[config.mk]
export PLATFORM = sky130hd
export DESIGN_NAME = fsm_run_counter
export DESIGN_NICKNAME = d
export VERILOG_FILES = /design/src/rtl/fsm_run_counter.sv
export SDC_FILE = /design/constraint.sdc
export NUM_CORES = 1
export LEC_CHECK = 0
export ABC_CLOCK_PERIOD_IN_PS = 2750
export CAP_MARGIN = 20
export CORE_MARGIN = 2
export CORE_UTILIZATION = 40
export DETAILED_ROUTE_END_ITERATION = 6
export GPL_TIMING_DRIVEN = 0
export SYNTH_ARGS = -nofsm -noshare
export SYNTH_HDL_FRONTEND = slang
export SYNTH_SLANG_ARGS = --single-unit
[constraint.sdc]
create_clock -name clk -period 2.75 [get_ports clk]
set_clock_uncertainty 0.1 [all_clocks]
set_input_delay 0.6875 -clock clk [delete_from_list [all_inputs] [get_ports clk]]
set_output_delay 0.6875 -clock clk [all_outputs]
set_load 0.02 [all_outputs]
[src/rtl/fsm_run_counter.sv]
`default_nettype none
// ============================================================================
// Module   : fsm_run_counter
// Purpose  : Run/done controller. A start pulse launches a run of N cycles
//            (N captured at start) followed by a one-cycle done pulse, with a
//            live cycle index, abort, and an optional auto-repeat loop mode.
// Revision : 1.0  initial release
// ============================================================================
module fsm_run_counter #(
  parameter int CNT_BIT = 8
) (
  input  logic               clk,
  input  logic               reset_n,
  input  logic               i_run,
  input  logic [CNT_BIT-1:0] i_num_cnt,
  input  logic               i_mode_loop,
  input  logic               i_abort,
  output logic               o_idle,
  output logic               o_running,
  output logic               o_done,
  output logic [CNT_BIT-1:0] o_cnt
);

  typedef enum logic [1:0] {
    S_IDLE = 2'b00,
    S_RUN  = 2'b01,
    S_DONE = 2'b10
  } state_t;

  localparam logic [CNT_BIT-1:0] c_cnt_one  = CNT_BIT'(1);
  localparam logic [CNT_BIT-1:0] c_cnt_zero = '0;

  state_t             r_state;
  logic [CNT_BIT-1:0] r_cnt;
  logic [CNT_BIT-1:0] r_num;
  logic               r_loop;
  logic               r_idle;
  logic               r_running;
  logic               r_done;
  logic               w_last;

  // Terminal compare: last cycle of the current pass. r_num is never 0
  // while running, so r_num-1 cannot underflow there.
  assign w_last = (r_cnt == (r_num - c_cnt_one));

  // State, counter, captured job parameters and the registered status
  // flags; flags are written together with the state they describe so
  // they always match the registered state.
  always_ff @(posedge clk or negedge reset_n) begin
    if (!reset_n) begin
      r_state   <= S_IDLE;
      r_cnt     <= c_cnt_zero;
      r_num     <= c_cnt_zero;
      r_loop    <= 1'b0;
      r_idle    <= 1'b1;
      r_running <= 1'b0;
      r_done    <= 1'b0;
    end else begin
      case (r_state)
        S_IDLE: begin
          // A zero-length request is dropped rather than starting a run
          // that could never reach its terminal count.
          if (i_run && (i_num_cnt != c_cnt_zero)) begin
            r_state   <= S_RUN;
            r_num     <= i_num_cnt;
            r_loop    <= i_mode_loop;
            r_cnt     <= c_cnt_zero;
            r_idle    <= 1'b0;
            r_running <= 1'b1;
            r_done    <= 1'b0;
          end
        end
        S_RUN: begin
          // Abort is checked first so a collision with the terminal
          // count never produces a done pulse.
          if (i_abort) begin
            r_state   <= S_IDLE;
            r_cnt     <= c_cnt_zero;
            r_idle    <= 1'b1;
            r_running <= 1'b0;
            r_done    <= 1'b0;
          end else if (w_last) begin
            r_state   <= S_DONE;
            r_cnt     <= c_cnt_zero;
            r_idle    <= 1'b0;
            r_running <= 1'b0;
            r_done    <= 1'b1;
          end else begin
            r_cnt     <= r_cnt + c_cnt_one;
          end
        end
        S_DONE: begin
          if (r_loop && !i_abort) begin
            r_state   <= S_RUN;
            r_cnt     <= c_cnt_zero;
            r_idle    <= 1'b0;
            r_running <= 1'b1;
            r_done    <= 1'b0;
          end else begin
            r_state   <= S_IDLE;
            r_cnt     <= c_cnt_zero;
            r_idle    <= 1'b1;
            r_running <= 1'b0;
            r_done    <= 1'b0;
          end
        end
        default: begin
          // Unused encoding: fall back to idle on the next edge.
          r_state   <= S_IDLE;
          r_cnt     <= c_cnt_zero;
          r_idle    <= 1'b1;
          r_running <= 1'b0;
          r_done    <= 1'b0;
        end
      endcase
    end
  end

  assign o_idle    = r_idle;
  assign o_running = r_running;
  assign o_done    = r_done;
  assign o_cnt     = r_cnt;

endmodule
`default_nettype wire

==> flow_summary_export.csv, run 1 <==
group,metric,value,unit
final_layout,area_growth_syn_to_layout,24.8,%
worst_setup_path,worstSetupStartpointType,"flip-flop",
synthesis,synth_simple_gate_area_share,19.5,%
grt,top_usage_layer,"met2",
worst_setup_path,critPathArrivalTime,2.70,ns
synthesis,synthMuxAreaShare,8.48,%
worst_setup_path,critical_path.cell_chain,"inv_1, ha_1, or3b_2, a211oi_2, o2111ai_2, o31ai_4, buf_6, nand2_2, a22o_1",
synthesis,synth_top_family_by_area,"simple AND/OR/NAND/NOR gates",
synthesis,synth_xor_area_share,5.86,%
worst_hold_path,min_from,"o_idle$_DFFE_PN1P_",
final_layout,regArea,527,sq um
synthesis,syn_area,0.00119,sq mm
sta,max_slew_margin,37.3,%
clocking,htreeDepth,1,
sta,drv_slew,0,
drt,vias,931,
clocking,clock-root-buffer,"clkbuf_4",
run_status,violations,"DRC",
placement,port_buffers,23,
floorplanning,coreArea,0.00281,sq mm
placement,dp_hpwl,1.81,mm
synthesis,synthAdderAreaFrac,2.09,%
drt,via_per_inst,5.51,
clocking,cts_tree,"done",
worst_setup_path,endpoint_kind,"flip-flop",
floorplanning,start_util,42.6,%
grt,grt.overflow.total,0,
job,cap_violations,0,
drt,postRouteWirelength,2.33,mm
drt,dr.pass1.iters,6,
clocking,cts.clk_slew.worst_paths,0.12,ns
final_layout,antenna_cells,0,
floorplanning,rows,19,
clocking,cts_hold_buf,0,
power,power_density,892,mW/mm^2
synthesis,synth_warnings,0,
power,p_leak,0.630,nW
worst_setup_path,startpoint,"r_num[0]$_DFFE_PN0P_",
worst_setup_path,critPathTopFamily,"compound AO/OA/AOI/OAI gates",
sta,min_period,2.59,ns
sta,rsz0062_at_grt,"false",
final_layout,drive_gt1_share,15.9,%
clocking,cts.sinks,21,
clocking,cts_made_buffers,3,
synthesis,synth_nets,126,
grt,grt_pass1_vias,888,
final_layout,nFillCells,276,
grt,use_met2,26.2,%
grt,antenna_found_initial,0,
drt,ant_nets,0,
worst_hold_path,hold_path.class,"reg2reg",
power,finalPower,1.33,mW
synthesis,synthTopCellsByArea,"dfrtp_1 42%, mux2_2 8.5%, xnor2_1 4.4%",
clocking,cts_setup_buffers,0,
grt,grt_max_degree,22,
synthesis,ys_async_sr_fraction,100,%
drt,drc_errors,2,
grt,met3_usage,1.98,%
grt,grtUsageTotal,16.0,%
clocking,clock_latency,0.30,ns
final_layout,nets,154,
clocking,ctsResizeCount,0,
placement,gp_congestion,0.738,
sta,finalCritPeriodShare,94.3,%
final_layout,layout_common_cells,"23 x clkdlybuf4s50_1, 20 x dfrtp_1, 9 x mux2_2, 8 x nand2_1",
floorplanning,die_area,0.00344,sq mm
run_status,outcome,"finished, violations left",
floorplanning,die_w,58.7,um
synthesis,synth-compound-area-share,17.7,%
final_layout,multi_input_area,641,sq um
worst_setup_path,crit_buf_inv,2,
worst_setup_path,cpPeakStageDelay,0.46,ns
power,vdd_drop_max,0.401,mV
synthesis,ys_ff_latch,21,
synthesis,yosysTopAreaCellShare,41.9,%
worst_setup_path,cp.required,2.86,ns
sta,finalHoldViolations,0,
floorplanning,die_y,58.7,um
sta,finalSetupViolCount,0,
grt,grtUsageMet1,21.3,%
synthesis,avgSynthCellArea,10.8,sq um
drt,drt_iter0_markers,38,
clocking,cts_buffer_depth,2,
final_layout,final_common_cell,"clkdlybuf4s50_1",
final_layout,final_util,53.2,%
worst_setup_path,cp_max_fo,10,
drt,wl_per_cell,13.8,um
sta,timing.fmax,386,MHz
synthesis,synth-seq-area-share,44.1,%
worst_setup_path,slowest_stage,"or3b_2",
worst_setup_path,timing.rr.start,"r_num[0]$_DFFE_PN0P_",
synthesis,synth_edf_count,0,
sta,fin_hold_ws,0.404,ns
synthesis,dominantRegCellSynth,"dfrtp_1",
floorplanning,io_pins,24,
sta,worst_pin_slew,0.938,ns
synthesis,synthCells,111,
synthesis,synth_area_leader_cell,"dfrtp_1",
sta,fin_tns_setup,0,ns
worst_setup_path,critical_path_class,"reg2reg",
grt,grt_first_pass_wirelength,4.13,mm
synthesis,ys_types,36,
[routing by layer]
layer / part of all wire (%) / wire [um]
met1: 47 / 1100
met2: 47 / 1100
met3: 4.3 / 101
met4: 1.2 / 28
met5: 0 / 0
[synthesized netlist by cell type (all sizes together) (4+ instances only)]
library cell and number:
dfrtp 20, mux2 9, nand2 9, nand2b 6, nor2 5, nor4 4, o21ai 7, or3 4
xnor2 6
[layout make-up]
cell class	count	share of cell area, %
multi-input combinational	85	43.0
sequential	21	35.3
timing repair buffer	23	15.4
tap	31	2.60
clock buffer	3	1.51
buffer	2	1.09
inverter	3	0.755
clock inverter	1	0.336
[cells by family after synthesis]
kind of cell    Yosys count
flops                    21
xor+xnor                  8
simple gates             40
buf+inv                   5
mux                       9
compound gates           26
fa+ha+maj                 2
[stage by stage]
stage | setup WS, ns | area [sq um] | cells
global route | 0.00852 | 1490 | 169
finish | 0.156 | 1490 | 169
CTS | 0.142 | 1490 | 169
floorplan | 0.392 | 1190 | 111
global placement | 0.131 | 1460 | 165
detailed placement | 0.121 | 1460 | 165
[state kept, by name (all words and copies together), names as in the netlist]
register / count
r_loop: 1
r_num: 8
r_state: 1
o_running: 1
o_idle: 1
o_cnt: 8
o_done: 1
[power by group]
part | leakage [nW] | switching (mW) | internal [mW]
clock | 0.0177 | 0.0973 | 0.0542
sequential | 0.264 | 0.123 | 0.422
combinational | 0.349 | 0.309 | 0.326
[worst paths after layout]
| check | endpoint | slack, ns | depth (start not counted) |
|---|---|---|---|
| worst max register to register | o_running$_DFFE_PN0P_ | 0.16 | 9 |
| worst min register to register | o_idle$_DFFE_PN1P_ | 0.40 | 1 |
| worst max-delay path | o_running$_DFFE_PN0P_ | 0.16 | 9 |
| max in group asynchronous | o_cnt[6]$_DFFE_PN0P_ | 1.19 | 1 |
| worst min-delay path | o_idle$_DFFE_PN1P_ | 0.40 | 1 |
| min in group asynchronous | o_cnt[5]$_DFFE_PN0P_ | 0.79 | 1 |
(Power assumes the default switching activity.)
==> run 2, diff against run 1 <==
Settings changed: ABC_AREA from default to 1, CORE_MARGIN 2 to 10.
==> run 2 against run 1 <==
Against the previous run: the run now ends clean; sequential power shrank 4.4%; critical path depth shrank 8; count of clock-buffer cells in the layout grew 1; global-route usage shrank 5.4 points; highest routed layer unchanged.
==> flow_summary_export.csv, run 2 <==
group,metric,value,unit
drt,vias,1221,
clocking,ctsResizeCount,0,
worst_setup_path,critical_path_class,"reg2out",
sta,fin_tns_setup,0,ns
synthesis,ys_types,24,
worst_setup_path,timing.rr.start,"r_num[0]$_DFFE_PN0P_",
grt,grt_first_pass_wirelength,5.31,mm
final_layout,nets,227,
worst_setup_path,critical_path.cell_chain,"clkdlybuf4s50_1",
final_layout,regArea,527,sq um
grt,grt_max_degree,22,
drt,maxUsedRoutingLayer,"met4",
worst_setup_path,endpoint_kind,"output port",
final_layout,final_util,52.4,%
final_layout,multi_input_area,659,sq um
synthesis,synthTopCellsByArea,"dfrtp_1 38%, nand2_1 15%, inv_1 7.2%",
worst_setup_path,cp.required,1.96,ns
clocking,cts.clk_slew.worst_paths,0.11,ns
worst_setup_path,cp_max_fo,2,
synthesis,synth-seq-area-share,40.5,%
worst_setup_path,slowest_stage,"clkdlybuf4s50_1",
grt,grtUsageTotal,10.6,%
sta,finalSetupViolCount,0,
run_status,outcome,"finished, final reports clean",
final_layout,antenna_cells,0,
sta,drv_slew,0,
worst_setup_path,worstSetupStartpointType,"flip-flop",
clocking,clock_latency,0.31,ns
final_layout,final_common_cell,"nand2_1",
floorplanning,rows,20,
drt,via_per_inst,4.79,
final_layout,area_growth_syn_to_layout,24.0,%
synthesis,synthCells,184,
floorplanning,start_util,42.2,%
drt,ant_nets,0,
sta,worst_pin_slew,0.939,ns
worst_setup_path,critPathArrivalTime,1.45,ns
sta,min_period,2.24,ns
worst_hold_path,hold_path.class,"reg2reg",
final_layout,nFillCells,318,
sta,finalCritPeriodShare,81.5,%
synthesis,yosysMostFrequentCell,"nand2_1",
sta,timing.fmax,446,MHz
synthesis,ys_ff_latch,21,
synthesis,ys_async_sr_fraction,100,%
grt,antenna_found_initial,0,
clocking,cts_made_buffers,3,
drt,wl_per_cell,11.7,um
placement,gp_congestion,0.816,
sta,rsz0062_at_grt,"false",
power,finalPower,1.32,mW
floorplanning,io_pins,24,
floorplanning,die_w,77.0,um
synthesis,synth_area_leader_cell,"dfrtp_1",
worst_setup_path,rrSetupSlack,0.72,ns
clocking,cts_tree,"done",
sta,fin_hold_ws,0.367,ns
worst_hold_path,holdPathEnd,"o_idle$_DFFE_PN1P_",
clocking,cts_hold_buf,0,
synthesis,synth_edf_count,0,
job,cap_violations,0,
synthesis,yosysTopAreaCellShare,38.5,%
final_layout,drive_gt1_share,9.95,%
worst_setup_path,cpPeakStageDelay,0.60,ns
placement,dp_hpwl,2.47,mm
drt,postRouteWirelength,2.98,mm
synthesis,synth_nets,199,
synthesis,avgSynthCellArea,7.07,sq um
synthesis,synth_warnings,0,
worst_hold_path,min_from,"o_idle$_DFFE_PN1P_",
clocking,cts_setup_buffers,0,
drt,wl_met3,136,um
floorplanning,die_area,0.00593,sq mm
final_layout,final_cell_area,0.00161,sq mm
grt,grt.overflow.total,0,
power,vdd_drop_max,0.398,mV
worst_setup_path,crit_buf_inv,1,
synthesis,dominantRegCellSynth,"dfrtp_1",
clocking,clock-root-buffer,"clkbuf_4",
clocking,cts.sinks,21,
synthesis,synthTopCellsByCount,"52 x nand2_1, 25 x inv_1, 21 x nor2_1, 20 x dfrtp_1, 15 x nand3_1",
clocking,cts_buffer_depth,2,
worst_setup_path,ff2ff_path_depth,14,
placement,port_buffers,23,
worst_setup_path,r2r_end,"o_running$_DFFE_PN0P_",
drt,dr.pass1.iters,4,
drt,drt_iter0_markers,36,
drt,met1Wirelength,1.33,mm
power,p_leak,0.797,nW
placement,placed_cell_area,0.00159,sq mm
drt,drc_errors,0,
worst_setup_path,critPathTopFamily,"buffers and inverters",
worst_hold_path,hold_path_depth,2,
floorplanning,die_y,77.0,um
sta,finalHoldViolations,0,
clocking,htreeDepth,1,
floorplanning,coreArea,0.00308,sq mm
power,power_density,821,mW/mm^2
final_layout,layout_common_cells,"52 x nand2_1, 25 x inv_1, 23 x clkdlybuf4s50_1, 21 x nor2_1, 20 x dfrtp_1",
sta,max_slew_margin,37.2,%
drt,route.met2.wl,1.47,mm
synthesis,syn_area,0.00130,sq mm
grt,grt_pass1_vias,1219,
-- run 2: cell families (layout without fill, tap and decap cells) --
kind of cell | count (synthesis) | in the layout | share of synthesized area (%)
compound gates | 23 | 23 | 9.62
xor+xnor | 5 | 5 | 3.37
fa+ha+maj | 2 | 2 | 1.92
buf+inv | 29 | 56 | 8.76
flops | 21 | 21 | 40.5
mux | 1 | 1 | 0.866
simple gates | 103 | 103 | 34.9
-- run 2: cell type report --
type | count | share of cell area, %
Multi-Input combinational cell | 134 | 40.9
Sequential cell | 21 | 32.7
Timing Repair Buffer | 23 | 14.3
Inverter | 27 | 6.29
Tap cell | 44 | 3.42
Clock buffer | 4 | 1.63
Buffer | 2 | 0.776
-- run 2: worst max-delay path by stage --
stage                          from               endpoint  slack (ns)  cells after the start
5_1_grt          o_idle$_DFFE_PN1P_                 o_idle        0.46                      1
2_1_floorplan  r_num[0]$_DFFE_PN0P_  o_running$_DFFE_PN0P_        0.98                     14
3_3_place_gp           i_num_cnt[7]   o_cnt[2]$_DFFE_PN0P_        0.40                      9
6_report         o_idle$_DFFE_PN1P_                 o_idle        0.51                      1
4_1_cts          o_idle$_DFFE_PN1P_                 o_idle        0.49                      1
3_5_place_dp           i_num_cnt[7]   o_cnt[7]$_DFFE_PN0P_        0.35                     10
-- run 2: report_power, final --
group / switching [mW] / internal, mW
sequential: 0.103 / 0.417
clock: 0.0926 / 0.0566
combinational: 0.390 / 0.265
total: 0.586 / 0.738
-- run 2: routing by layer --
metal / up-vias / GRT usage (%)
li1: 629 / -
met1: 572 / 12.6
met2: 15 / 17.7
met3: 5 / 2.68
met4: 0 / 4.01
met5: - / 0
-- run 2: metrics by stage --
| step | std cells | setup slack, ns |
|---|---|---|
| 2_1_floorplan | 184 | 0.977 |
| 3_3_place_gp | 251 | 0.399 |
| 3_5_place_dp | 251 | 0.348 |
| 4_1_cts | 255 | 0.486 |
| 5_1_grt | 255 | 0.457 |
| 6_report | 255 | 0.509 |
==> run 3, diff against run 2 <==
Settings changed: ABC_CLOCK_PERIOD_IN_PS 2750 to 2150.
Clock period 2.75 ns to 2.15 ns, I/O delays scaled along.
==> run 3 against run 2 <==
Against the previous run: design area is 1.6% higher; die area stayed put; wire length is 1.9% higher; register-to-register slack worse by 0.52 ns; critical path type unchanged; largest cell class unchanged; highest routed layer unchanged.
==> flow_summary_export.csv, run 3 (same netlist as run 2, synthesis figures left out) <==
group,metric,value,unit
run_status,outcome,"finished, final reports clean",
final_layout,final_cell_area,0.00164,sq mm
drt,wl_per_cell,11.8,um
power,vdd_drop_max,0.508,mV
final_layout,area_growth_syn_to_layout,26.0,%
worst_setup_path,critical_path_class,"reg2out",
sta,min_period,2.09,ns
drt,dr.pass1.iters,4,
clocking,cts.clk_slew.worst_paths,0.11,ns
grt,grt_pass1_vias,1219,
worst_setup_path,critical_path.cell_chain,"clkdlybuf4s50_1",
sta,finalCritPeriodShare,97.2,%
placement,gp_congestion,0.816,
floorplanning,die_y,77.0,um
floorplanning,rows,20,
sta,timing.fmax,478,MHz
final_layout,drive_gt1_share,11.7,%
sta,rsz0062_at_grt,"false",
worst_setup_path,crit_buf_inv,1,
drt,vias,1236,
sta,worst_pin_slew,0.937,ns
drt,ant_nets,0,
worst_setup_path,cpPeakStageDelay,0.60,ns
floorplanning,start_util,42.2,%
sta,finalHoldViolations,0,
worst_setup_path,worstSetupStartpointType,"flip-flop",
grt,grtUsageTotal,10.6,%
clocking,cts_hold_buf,0,
final_layout,final_common_cell,"nand2_1",
grt,antenna_found_initial,0,
drt,drt_iter0_markers,43,
sta,max_slew_margin,37.3,%
worst_setup_path,slowest_stage,"clkdlybuf4s50_1",
placement,dp_cells,251,
floorplanning,io_pins,24,
final_layout,fin_cells,257,
worst_setup_path,critPathTopFamily,"buffers and inverters",
floorplanning,die_area,0.00593,sq mm
final_layout,antenna_cells,0,
placement,dp_hpwl,2.47,mm
drt,drc_errors,0,
worst_setup_path,cp_max_fo,2,
power,power_density,1060,mW/mm^2
worst_setup_path,critPathArrivalTime,1.45,ns
grt,grt_max_degree,22,
floorplanning,die_w,77.0,um
clocking,cts_buffer_depth,2,
power,p_leak,0.802,nW
power,finalPower,1.74,mW
grt,grt_first_pass_wirelength,5.31,mm
clocking,htreeDepth,1,
job,cap_violations,0,
worst_setup_path,endpoint_kind,"output port",
placement,placed_cell_area,0.00159,sq mm
sta,drv_slew,0,
floorplanning,coreArea,0.00308,sq mm
worst_setup_path,cp.required,1.51,ns
worst_hold_path,hold_path.class,"reg2reg",
final_layout,layout_common_cells,"52 x nand2_1, 24 x inv_1, 23 x clkdlybuf4s50_1, 21 x nor2_1, 20 x dfrtp_1",
clocking,cts_tree,"done",
sta,fin_hold_ws,0.367,ns
clocking,clock-root-buffer,"clkbuf_4",
placement,port_buffers,23,
drt,via_per_inst,4.81,
clocking,clock_latency,0.30,ns
final_layout,nets,229,
clocking,cts.sinks,21,
clocking,cts_made_buffers,3,
final_layout,nFillCells,315,
drt,postRouteWirelength,3.03,mm
sta,finalSetupViolCount,0,
grt,grt.overflow.total,0,
==> run 3: timing repair <==
action / in CTS / in global routing
resized for setup: 0 / 2
setup buffers: 0 / 1
setup endpoints to repair: 0 / 10
==> run 3: path summary, 6_finish.rpt <==
| kind | startpoint | endpoint | slack [ns] | cells after the start |
|---|---|---|---|---|
| hold / removal | o_idle$_DFFE_PN1P_ | o_idle$_DFFE_PN1P_ | 0.37 | 2 |
| min in group asynchronous | reset_n | r_loop$_DFFE_PN0P_ | 0.64 | 1 |
| setup / recovery | o_idle$_DFFE_PN1P_ | o_idle | 0.06 | 1 |
| setup reg to reg | r_num[1]$_DFFE_PN0P_ | o_running$_DFFE_PN0P_ | 0.20 | 15 |
| max in group asynchronous | reset_n | o_cnt[6]$_DFFE_PN0P_ | 0.74 | 1 |
| hold reg to reg | o_idle$_DFFE_PN1P_ | o_idle$_DFFE_PN1P_ | 0.37 | 2 |
==> run 3: cell type report <==
cell class | count | area (sq um) | share of cell area (%)
inverters | 27 | 101 | 6.19
multi-input cells | 135 | 678 | 41.4
plain buffers | 2 | 12.5 | 0.764
flip-flops and latches | 21 | 527 | 32.2
repair buffers | 24 | 238 | 14.5
well taps | 44 | 55.1 | 3.36
clock buffers | 4 | 26.3 | 1.60
==> run 3: routing by layer <==
layer	GRT usage, %	up-vias	part of all wire, %	routed length (um)
li1	-	636	-	-
met1	12.6	582	44	1350
met2	17.7	13	50	1530
met3	2.68	5	3.9	118
met4	4.01	0	1.4	42
met5	0	-	0	0
==> run 3: report_power, final <==
| part | internal [mW] | total, mW | switching [mW] |
|---|---|---|---|
| sequential | 0.533 | 0.665 | 0.132 |
| clock | 0.0725 | 0.190 | 0.118 |
| combinational | 0.365 | 0.883 | 0.518 |
| total | 0.970 | 1.74 | 0.767 |
==> run 3: metrics by stage <==
stage | setup TNS, ns | utilization (%) | worst slack (ns)
2_1_floorplan | 0 | - | 0.377
3_3_place_gp | -0.0889 | 51.5 | -0.0514
3_5_place_dp | -0.204 | 51.5 | -0.102
4_1_cts | 0 | 52.4 | 0.0358
5_1_grt | 0 | 53.2 | 0.00586
6_report | 0 | 53.2 | 0.0600
